File: config.mk
export PLATFORM = sky130hd
export DESIGN_NAME = byte_striper_2l
export DESIGN_NICKNAME = d
export VERILOG_FILES = /design/src/rtl/byte_striper_2l.sv
export SDC_FILE = /design/constraint.sdc
export NUM_CORES = 1
export LEC_CHECK = 0
export CAP_MARGIN = 20
export CORE_MARGIN = 1
export CORE_UTILIZATION = 44
export DETAILED_ROUTE_END_ITERATION = 7
export PLACE_DENSITY = 0.82
export SLEW_MARGIN = 20
export SYNTH_ARGS = -nofsm -noshare
export SYNTH_HDL_FRONTEND = slang
export SYNTH_SLANG_ARGS = --single-unit
File: constraint.sdc
create_clock -name clk -period 1.5 [get_ports clk]
set_input_delay 0.15 -clock clk [delete_from_list [all_inputs] [get_ports clk]]
set_output_delay 0.15 -clock clk [all_outputs]
set_load 0.005 [all_outputs]
File: src/rtl/byte_striper_2l.sv
// Stripes a byte stream onto two lanes (even->lane0, odd->lane1); pair valid one cycle after its odd byte.
// Stalls input while a pair is held; STRIPE_FLUSH_EN adds a PAD_BYTE flush of a lone lane-0 byte after FLUSH_WAIT idle cycles.
module byte_striper_2l #(
  parameter logic [7:0] PAD_BYTE   = 8'hF7,
  parameter int         FLUSH_WAIT = 2
) (
  input  logic       clk,
  input  logic       reset,
  input  logic [7:0] in_data,
  input  logic       in_valid,
  output logic       in_ready,
  output logic [7:0] lane0_out,
  output logic [7:0] lane1_out,
  output logic       out_valid,
  input  logic       out_ready,
  output logic       lane1_pad
);

  typedef enum logic {EMPTY = 1'b0, HALF = 1'b1} state_t;

  state_t     state_q;
  logic [7:0] hold_q;
  logic [7:0] lane0_q;
  logic [7:0] lane1_q;
  logic       out_valid_q;

  logic       in_xfer;
  logic       out_xfer;
  logic       flush;
  logic       load_d;
  logic [7:0] lane1_d;

  assign in_ready  = !out_valid_q | out_ready;
  assign in_xfer   = in_valid & in_ready;
  assign out_xfer  = out_valid_q & out_ready;
  assign lane0_out = lane0_q;
  assign lane1_out = lane1_q;
  assign out_valid = out_valid_q;

`ifdef STRIPE_FLUSH_EN
  localparam logic [3:0] FW = 4'(FLUSH_WAIT);

  logic [3:0] idle_q;
  logic       lane1_pad_q;

  // A waiting data byte always beats the pad, hence the !in_valid term.
  assign flush     = (state_q == HALF) & (idle_q == FW) & !in_valid & in_ready;
  assign lane1_pad = lane1_pad_q;
`else
  logic unused_cfg;

  assign unused_cfg = ^FLUSH_WAIT;
  assign flush      = 1'b0;
  assign lane1_pad  = 1'b0;
`endif

  always_comb begin
    load_d  = (state_q == HALF) & (in_xfer | flush);
    lane1_d = flush ? PAD_BYTE : in_data;
  end

  always_ff @(posedge clk) begin
    if (reset) begin
      state_q     <= EMPTY;
      hold_q      <= 8'h00;
      lane0_q     <= 8'h00;
      lane1_q     <= 8'h00;
      out_valid_q <= 1'b0;
`ifdef STRIPE_FLUSH_EN
      idle_q      <= 4'd0;
      lane1_pad_q <= 1'b0;
`endif
    end else begin
      // A new pair may overwrite the one leaving this cycle, so valid stays high.
      if (load_d) begin
        lane0_q     <= hold_q;
        lane1_q     <= lane1_d;
        out_valid_q <= 1'b1;
      end else if (out_xfer) begin
        out_valid_q <= 1'b0;
      end

      case (state_q)
        EMPTY: begin
          if (in_xfer) begin
            hold_q  <= in_data;
            state_q <= HALF;
          end
        end
        HALF: begin
          if (load_d) state_q <= EMPTY;
        end
        default: state_q <= EMPTY;
      endcase

`ifdef STRIPE_FLUSH_EN
      if (load_d) lane1_pad_q <= flush;
      // Counting continues through a stall; the flush itself waits for in_ready.
      if (state_q == EMPTY) begin
        if (in_xfer) idle_q <= 4'd0;
      end else if (!in_xfer && idle_q != FW) begin
        idle_q <= idle_q + 4'd1;
      end
`endif
    end
  end

endmodule

==> results.md, run 1 <==
* Vias in the first global route at 710
* Clock root cell: clkbuf_4
* GPL Wtd Cong at 0.686
* Crit path DAT at 1.61 ns
* Worst slack, placed at -0.248 ns
* Total GRT Usage at 15.8%
* Complex-gate fraction of the synthesized area at less than 1%
* Final wirelength at 1650 microns
* CTS tree: yes
* Starting DRC count in detailed routing at 1
* Critical path type: reg2reg
* Setup Skew at between 0.006 and 0.007 ns
* Register area share after synthesis at 53.7%
* Post-Syn Instances at 90
* GRT overflow at 0
* VDD IR-drop max at roughly 0.48 mV
* DP Area at 0.00128 sq mm
* CP Max Fanout at 17
* Post-route ant nets at 0
* Top-area cell type share of the netlist area at between 50% and 60%
* Final setup margin at between 0.09 and 0.1 ns
* Layout cells sized above 1 at 8.33%
* WL/cell at 11.3 microns
* Area share of fa/ha/maj cells after synthesis at 2.58%
* Row count at 16
* XOR/XNOR Fraction of Synth Area at 0%
* Count of cell types in the netlist at 13
* Core area at 0.00202 sq mm
* Initial Util at between 40% and 50%
* Die width at 48.9 microns
* Main combinational cell family by area after synthesis: multiplexers
* Tcrit/Tclk final at 93.8%
* Worst Path Required at 1.70 ns
* PD cells at 923 mW/mm^2
* CTS Buf Count at 3
* Yosys reg bits at 26
* Reg-to-Reg Start: out_valid$_SDFFE_PP0P_
* LEAKAGE at 0.502 nW
* Fin util at 64.7%
* HPWL Detailed at 1220 microns
* Crit. Startpoint: out_valid$_SDFFE_PP0P_
* Syn nets at 104
* Final setup vio count at 0
* Vias at 687
* FF-to-FF End: lane0_out[7]$_SDFFE_PP0P_
* Syn Std Cell Area at approximately 970 sq um
* CP endpoint: lane0_out[7]$_SDFFE_PP0P_
* Post-layout nets at 136
* Flop2flop setup slack at around 0.094 ns
* Largest cells by area after synthesis: dfxtp_1 (54%), mux2i_1 (25%), nor2_1 (9.7%)
* Final Hold Viols at 0
* DRC at 0
* CTS sink cnt at 26
* Top Ports at 31
* Worst-case reg-to-reg path depth at 6
* Max-Cap Viols at 0
* Finished Cell Area at around 0.0013 sq mm
* RSZ-0062 raised after global routing: false
* Worst-path clk slew at 0.12 ns
* Mean post-synth cell area at 10.8 sq um
* Area of the multi-input gates at 384 sq um
* FF+latch area at roughly 520 sq um
* Fillers at 156
* Min-delay worst type: in2reg
* Ant. Diodes at 0
* Yosys top cell by area: dfxtp_1
* Hold_sp: in_data[6]
* Yosys warnings at 0
* Power Total at 1.21 mW
* Synth Area in Simple Gates at a little over a tenth
* H-tree depth at 1
* Worst hold slack at 0.477 ns
* Fmax at 711 MHz
* Worst Setup End Kind: register
* Startpoint Class: register
* Post-route minimum period at 1.41 ns
* Synthesis-to-finish area growth at 35.0%
* Drt via density at 4.67
* Die ar. at 0.00240 sq mm
* Initial antenna violation count at 0
* First-pass GRT wire length at around 2900 microns
* Status: finished, final reports clean
* Mux cell area share after synthesis at 24.8%
* # port buffers at 29
* Pin count of the biggest net entering global routing at 27
* Slew Limit Fails at 0
* Drt pass-1 iters at 3
* Hold buffers post-CTS at 0
* Worst skew pair latency at between 0.3 and 0.4 ns
* Maximum root-to-sink buffer count at 2
* DIE HEIGHT at between 40 and 50 microns
==> sequential cells by signal, summed over array words and instances, names as in the netlist <==
register	count
lane1_out	8
hold_q	8
out_valid	1
state_q	1
lane0_out	8
==> worst min-delay path by stage <==
stage / to / slack, ns / cells after the start
after global placement: lane0_out[7]$_SDFFE_PP0P_ / 0.47 / 2
after floorplan: hold_q[0]$_SDFFE_PP0P_ / 0.30 / 2
after detailed placement: lane1_out[4]$_SDFFE_PP0P_ / 0.48 / 2
final: lane1_out[6]$_SDFFE_PP0P_ / 0.48 / 3
after CTS: hold_q[3]$_SDFFE_PP0P_ / 0.47 / 3
after global routing: hold_q[6]$_SDFFE_PP0P_ / 0.47 / 3
==> cells in the mapped netlist (all sizes together) <==
cell type  instances
nor2              25
buf                7
and2               1
mux2i             24
a21oi              1
ha                 2
inv                2
nand2b             1
dfxtp             26
conb               1
==> metal layers <==
metal  share of wire (%)  global-route usage [%]  wire [microns]  vias to the layer above
met5                   0                       0               0                        -
met4                 3.0                    13.2              49                        0
met3                 2.5                   0.935              41                        5
met2                  49                    28.2             817                       17
met1                  45                    16.8             745                      316
li1                    -                       -               -                      349
==> critical path, cell delays in order, from the launching register on <==
cell and delay, ns:
dfxtp_2 0.35, nand2b_1 0.09, and2_1 0.17, ha_1 0.21
buf_12 0.18, mux2i_2 0.24, nor2_1 0.07
==> layout by cell type, fill, tap and decap left out <==
cell | netlist | final
mux2i_2 | 0 | 1
and2_1 | 1 | 1
a21oi_1 | 1 | 1
ha_1 | 2 | 2
mux2i_1 | 24 | 23
dlygate4sd2_1 | 0 | 1
conb_1 | 1 | 1
buf_4 | 2 | 4
dfxtp_1 | 26 | 25
inv_1 | 2 | 2
buf_12 | 1 | 1
nand2b_1 | 1 | 1
clkbuf_4 | 0 | 3
clkdlybuf4s50_1 | 0 | 28
dfxtp_2 | 0 | 1
nor2_1 | 25 | 25
==> repair_timing <==
action,in CTS,in global routing
endpoints found under the hold margin,0,0
setup endpoints to repair,1,1
gates resized for setup,2,1
buffers inserted,0,0
pin swaps,0,0
==> where the power goes <==
group          leakage [nW]  switching, mW  internal, mW
Combinational         0.276         0.0766         0.116
Clock                0.0138          0.178        0.0939
Sequential            0.212         0.0178         0.726
Total                 0.502          0.272         0.936
==> through the flow <==
stage	TNS [ns]	cells
after floorplan	0	90
after global placement	-1.63	144
after detailed placement	-3.84	144
after CTS	0	147
after global routing	0	147
final	0	147
==> kinds of logic after synthesis <==
family | count (synthesis)
mux | 24
buf+inv | 9
compound gates | 1
other cells | 1
fa+ha+maj | 2
simple gates | 27
flops | 26
==> layout make-up <==
class	instances	area share, %
Multi-Input combinational cell	55	29.3
Inverter	2	0.574
Clock buffer	3	1.72
Timing Repair Buffer	34	25.9
Sequential cell	26	39.9
Tap cell	27	2.58
No activity file was read; power rests on OpenSTA's default activity.
==> run 2, diff against run 1 <==
--- a/config.mk
+++ b/config.mk
@@ -6,10 +6,10 @@
 export NUM_CORES = 1
 export LEC_CHECK = 0
 export CAP_MARGIN = 20
-export CORE_MARGIN = 1
-export CORE_UTILIZATION = 44
+export CORE_UTILIZATION = 58
 export DETAILED_ROUTE_END_ITERATION = 7
-export PLACE_DENSITY = 0.82
+export DONT_BUFFER_PORTS = 1
+export PLACE_DENSITY = 0.79
 export SLEW_MARGIN = 20
 export SYNTH_ARGS = -nofsm -noshare
 export SYNTH_HDL_FRONTEND = slang
==> constraint.sdc (replaced) <==
create_clock -name clk -period 1.5 [get_ports clk]
set_input_delay 0.3 -clock clk [delete_from_list [all_inputs] [get_ports clk]]
set_output_delay 0.3 -clock clk [all_outputs]
set_load 0.005 [all_outputs]
==> results.md, run 2 (same netlist as run 1, synthesis figures left out) <==
* Status: finished, final reports clean (unchanged)
* Power Total at 1.13 mW (was 1.21 mW)
* Initial antenna violation count at 0 (unchanged)
* Most frequent cells in the layout: dfxtp_1 (26), nor2_1 (25), mux2i_1 (24), clkbuf_4 (3), inv_1 (2) (was clkdlybuf4s50_1 (28), nor2_1 (25), dfxtp_1 (25), mux2i_1 (23), buf_4 (4))
* Die ar. at 0.00184 sq mm (was 0.00240 sq mm)
* Post-route ant nets at 0 (unchanged)
* WL/cell at 12.8 microns (was 11.3 microns)
* Fmax at 760 MHz (was 711 MHz)
* Worst Path Required at 1.71 ns (was 1.70 ns)
* GRT overflow at 0 (unchanged)
* Total GRT Usage at 15.7% (was 15.8%)
* Post-route minimum period at 1.32 ns (was 1.41 ns)
* PD cells at 1150 mW/mm^2 (was 923 mW/mm^2)
* Reg-to-Reg Start: out_valid$_SDFFE_PP0P_ (unchanged)
* H-tree depth at 1 (unchanged)
* Clock root cell: clkbuf_4 (unchanged)
* Die width at 42.9 microns (was 48.9 microns)
* HPWL Detailed at 899 microns (was 1220 microns)
* Top Ports at 31 (unchanged)
* First-pass GRT wire length at 2120 microns (was 2880 microns)
* Synthesis-to-finish area growth at 1.16% (was 35.0%)
* Drt pass-1 iters at 2 (was 3)
* Worst hold slack at 0.0455 ns (was 0.477 ns)
* # port buffers at 0 (was 29)
* Hold Path Depth at 1 (was 3)
* Layout cells sized above 1 at 6.82% (was 8.33%)
* Vias at 554 (was 687)
* Worst Hold End: out_valid$_SDFFE_PP0P_ (was lane1_out[6]$_SDFFE_PP0P_)
* VDD IR-drop max at 0.666 mV (was 0.479 mV)
* CTS tree: yes (unchanged)
* TNS Setup at 0 ns (unchanged)
* Final Hold Viols at 0 (unchanged)
* Critical path type: reg2reg (unchanged)
* Slew Limit Fails at 0 (unchanged)
* RSZ-0062 raised after global routing: false (unchanged)
* CP Max Fanout at 17 (unchanged)
* Post-CTS setup repair buffer count at 0 (unchanged)
* Vias in the first global route at 483 (was 710)
* Core area at 0.00154 sq mm (was 0.00202 sq mm)
* GPL Wtd Cong at 0.618 (was 0.686)
* CTS Buf Count at 3 (unchanged)
* Hold buffers post-CTS at 0 (unchanged)
* Starting DRC count in detailed routing at 6 (was 1)
* Final wirelength at 1330 microns (was 1650 microns)
* Final setup vio count at 0 (unchanged)
* Worst-path clk slew at 0.12 ns (about the same)
* Hold_sp: reset (was in_data[6])
* Crit path DAT at 1.53 ns (was 1.61 ns)
* Maximum root-to-sink buffer count at 2 (unchanged)
* CTS sink cnt at 26 (unchanged)
* Startpoint Class: register (unchanged)
* LEAKAGE at 0.382 nW (was 0.502 nW)
* Worst Setup End Kind: register (unchanged)
* Worst-case reg-to-reg path depth at 6 (unchanged)
* Commonest non-fill, non-tap cell in the layout: dfxtp_1 (was clkdlybuf4s50_1)
* Setup Skew at 0.00168 ns (was 0.00615 ns)
* Min-delay worst type: in2reg (unchanged)
* Row count at 14 (was 16)
* Post-layout nets at 104 (was 136)
* Max-Cap Viols at 0 (unchanged)
* Tcrit/Tclk final at 87.7% (was 93.8%)
* Ant. Diodes at 0 (unchanged)
* Worst skew pair latency at 0.30 ns (was 0.31 ns)
* Pin count of the biggest net entering global routing at 27 (unchanged)
* Initial Util at 62.9% (was 48.0%)
* DIE HEIGHT at 42.9 microns (was 48.9 microns)
* Drt via density at 5.33 (was 4.67)
* DRC at 0 (unchanged)
* Flop2flop setup slack at 0.18 ns (was 0.09 ns)
* FF-to-FF End: lane1_out[6]$_SDFFE_PP0P_ (was lane0_out[7]$_SDFFE_PP0P_)
run 2: cell count changes in the layout (fill, tap and decap cells not counted), sizes merged:
cell | before | now
buf | 5 | 2
clkdlybuf4s50 | 28 | 0
dlygate4sd2 | 1 | 0
run 2: worst max-delay path, cell delays in order, from the launching register on:
cell and delay [ns]:
dfxtp_1 0.34, nand2b_1 0.09, and2_1 0.16, ha_1 0.20, buf_12 0.18, mux2i_1 0.20, nor2_1 0.05
run 2: stage by stage:
stage	setup WS, ns	utilization, %	instances	instance area (sq um)
6_report	0.185	63.6	104	981
5_1_grt	0.0872	63.6	104	981
4_1_cts	0.0619	63.5	104	978
3_5_place_dp	0.0838	62.0	101	956
3_3_place_gp	0.101	62.0	101	956
2_1_floorplan	0.110	-	90	970
run 2: how the worst max path moves through the flow:
stage	start	end	slack (ns)	cells past startpoint
after floorplan	out_ready	lane1_out[2]$_SDFFE_PP0P_	0.11	7
after global placement	out_ready	hold_q[6]$_SDFFE_PP0P_	0.10	5
after detailed placement	out_ready	hold_q[6]$_SDFFE_PP0P_	0.08	5
after CTS	out_valid$_SDFFE_PP0P_	hold_q[6]$_SDFFE_PP0P_	0.06	5
after global routing	out_valid$_SDFFE_PP0P_	lane1_out[2]$_SDFFE_PP0P_	0.09	6
final	out_valid$_SDFFE_PP0P_	lane1_out[6]$_SDFFE_PP0P_	0.18	6
run 2: layout make-up:
type,count,area (sq um)
clock buffers,3,22.5
inverters,2,7.51
flip-flops and latches,26,520
multi-input cells,55,383
fillers,130,561
repair buffers,2,27.5
well taps,16,20.0
run 2: layer usage:
layer	vias to the layer above	global-route usage (%)	share of wire, %
met5	-	0	0
met4	0	11.3	2.3
met3	4	4.68	5.6
met2	17	20.3	43
met1	242	21.8	49
li1	291	-	-
run 2: power by group:
part           leakage [nW]  switching (mW)  internal (mW)  total (mW)
Sequential            0.212          0.0207          0.726       0.746
Combinational         0.156          0.0493         0.0590       0.108
Clock                0.0138           0.177         0.0937       0.271
Total                 0.382           0.247          0.878        1.13
run 2: what timing repair did:
item	in CTS	in global routing
setup endpoints to repair	0	8
gates resized for setup	0	1
endpoints found under the hold margin	0	0
==> run 3, diff against run 2 <==
--- a/config.mk
+++ b/config.mk
@@ -14,3 +14,4 @@
 export SYNTH_ARGS = -nofsm -noshare
 export SYNTH_HDL_FRONTEND = slang
 export SYNTH_SLANG_ARGS = --single-unit
+export TNS_END_PERCENT = 10
==> results of run 3 <==
The final DEF is identical to that of run 2; final timing and power are the same.
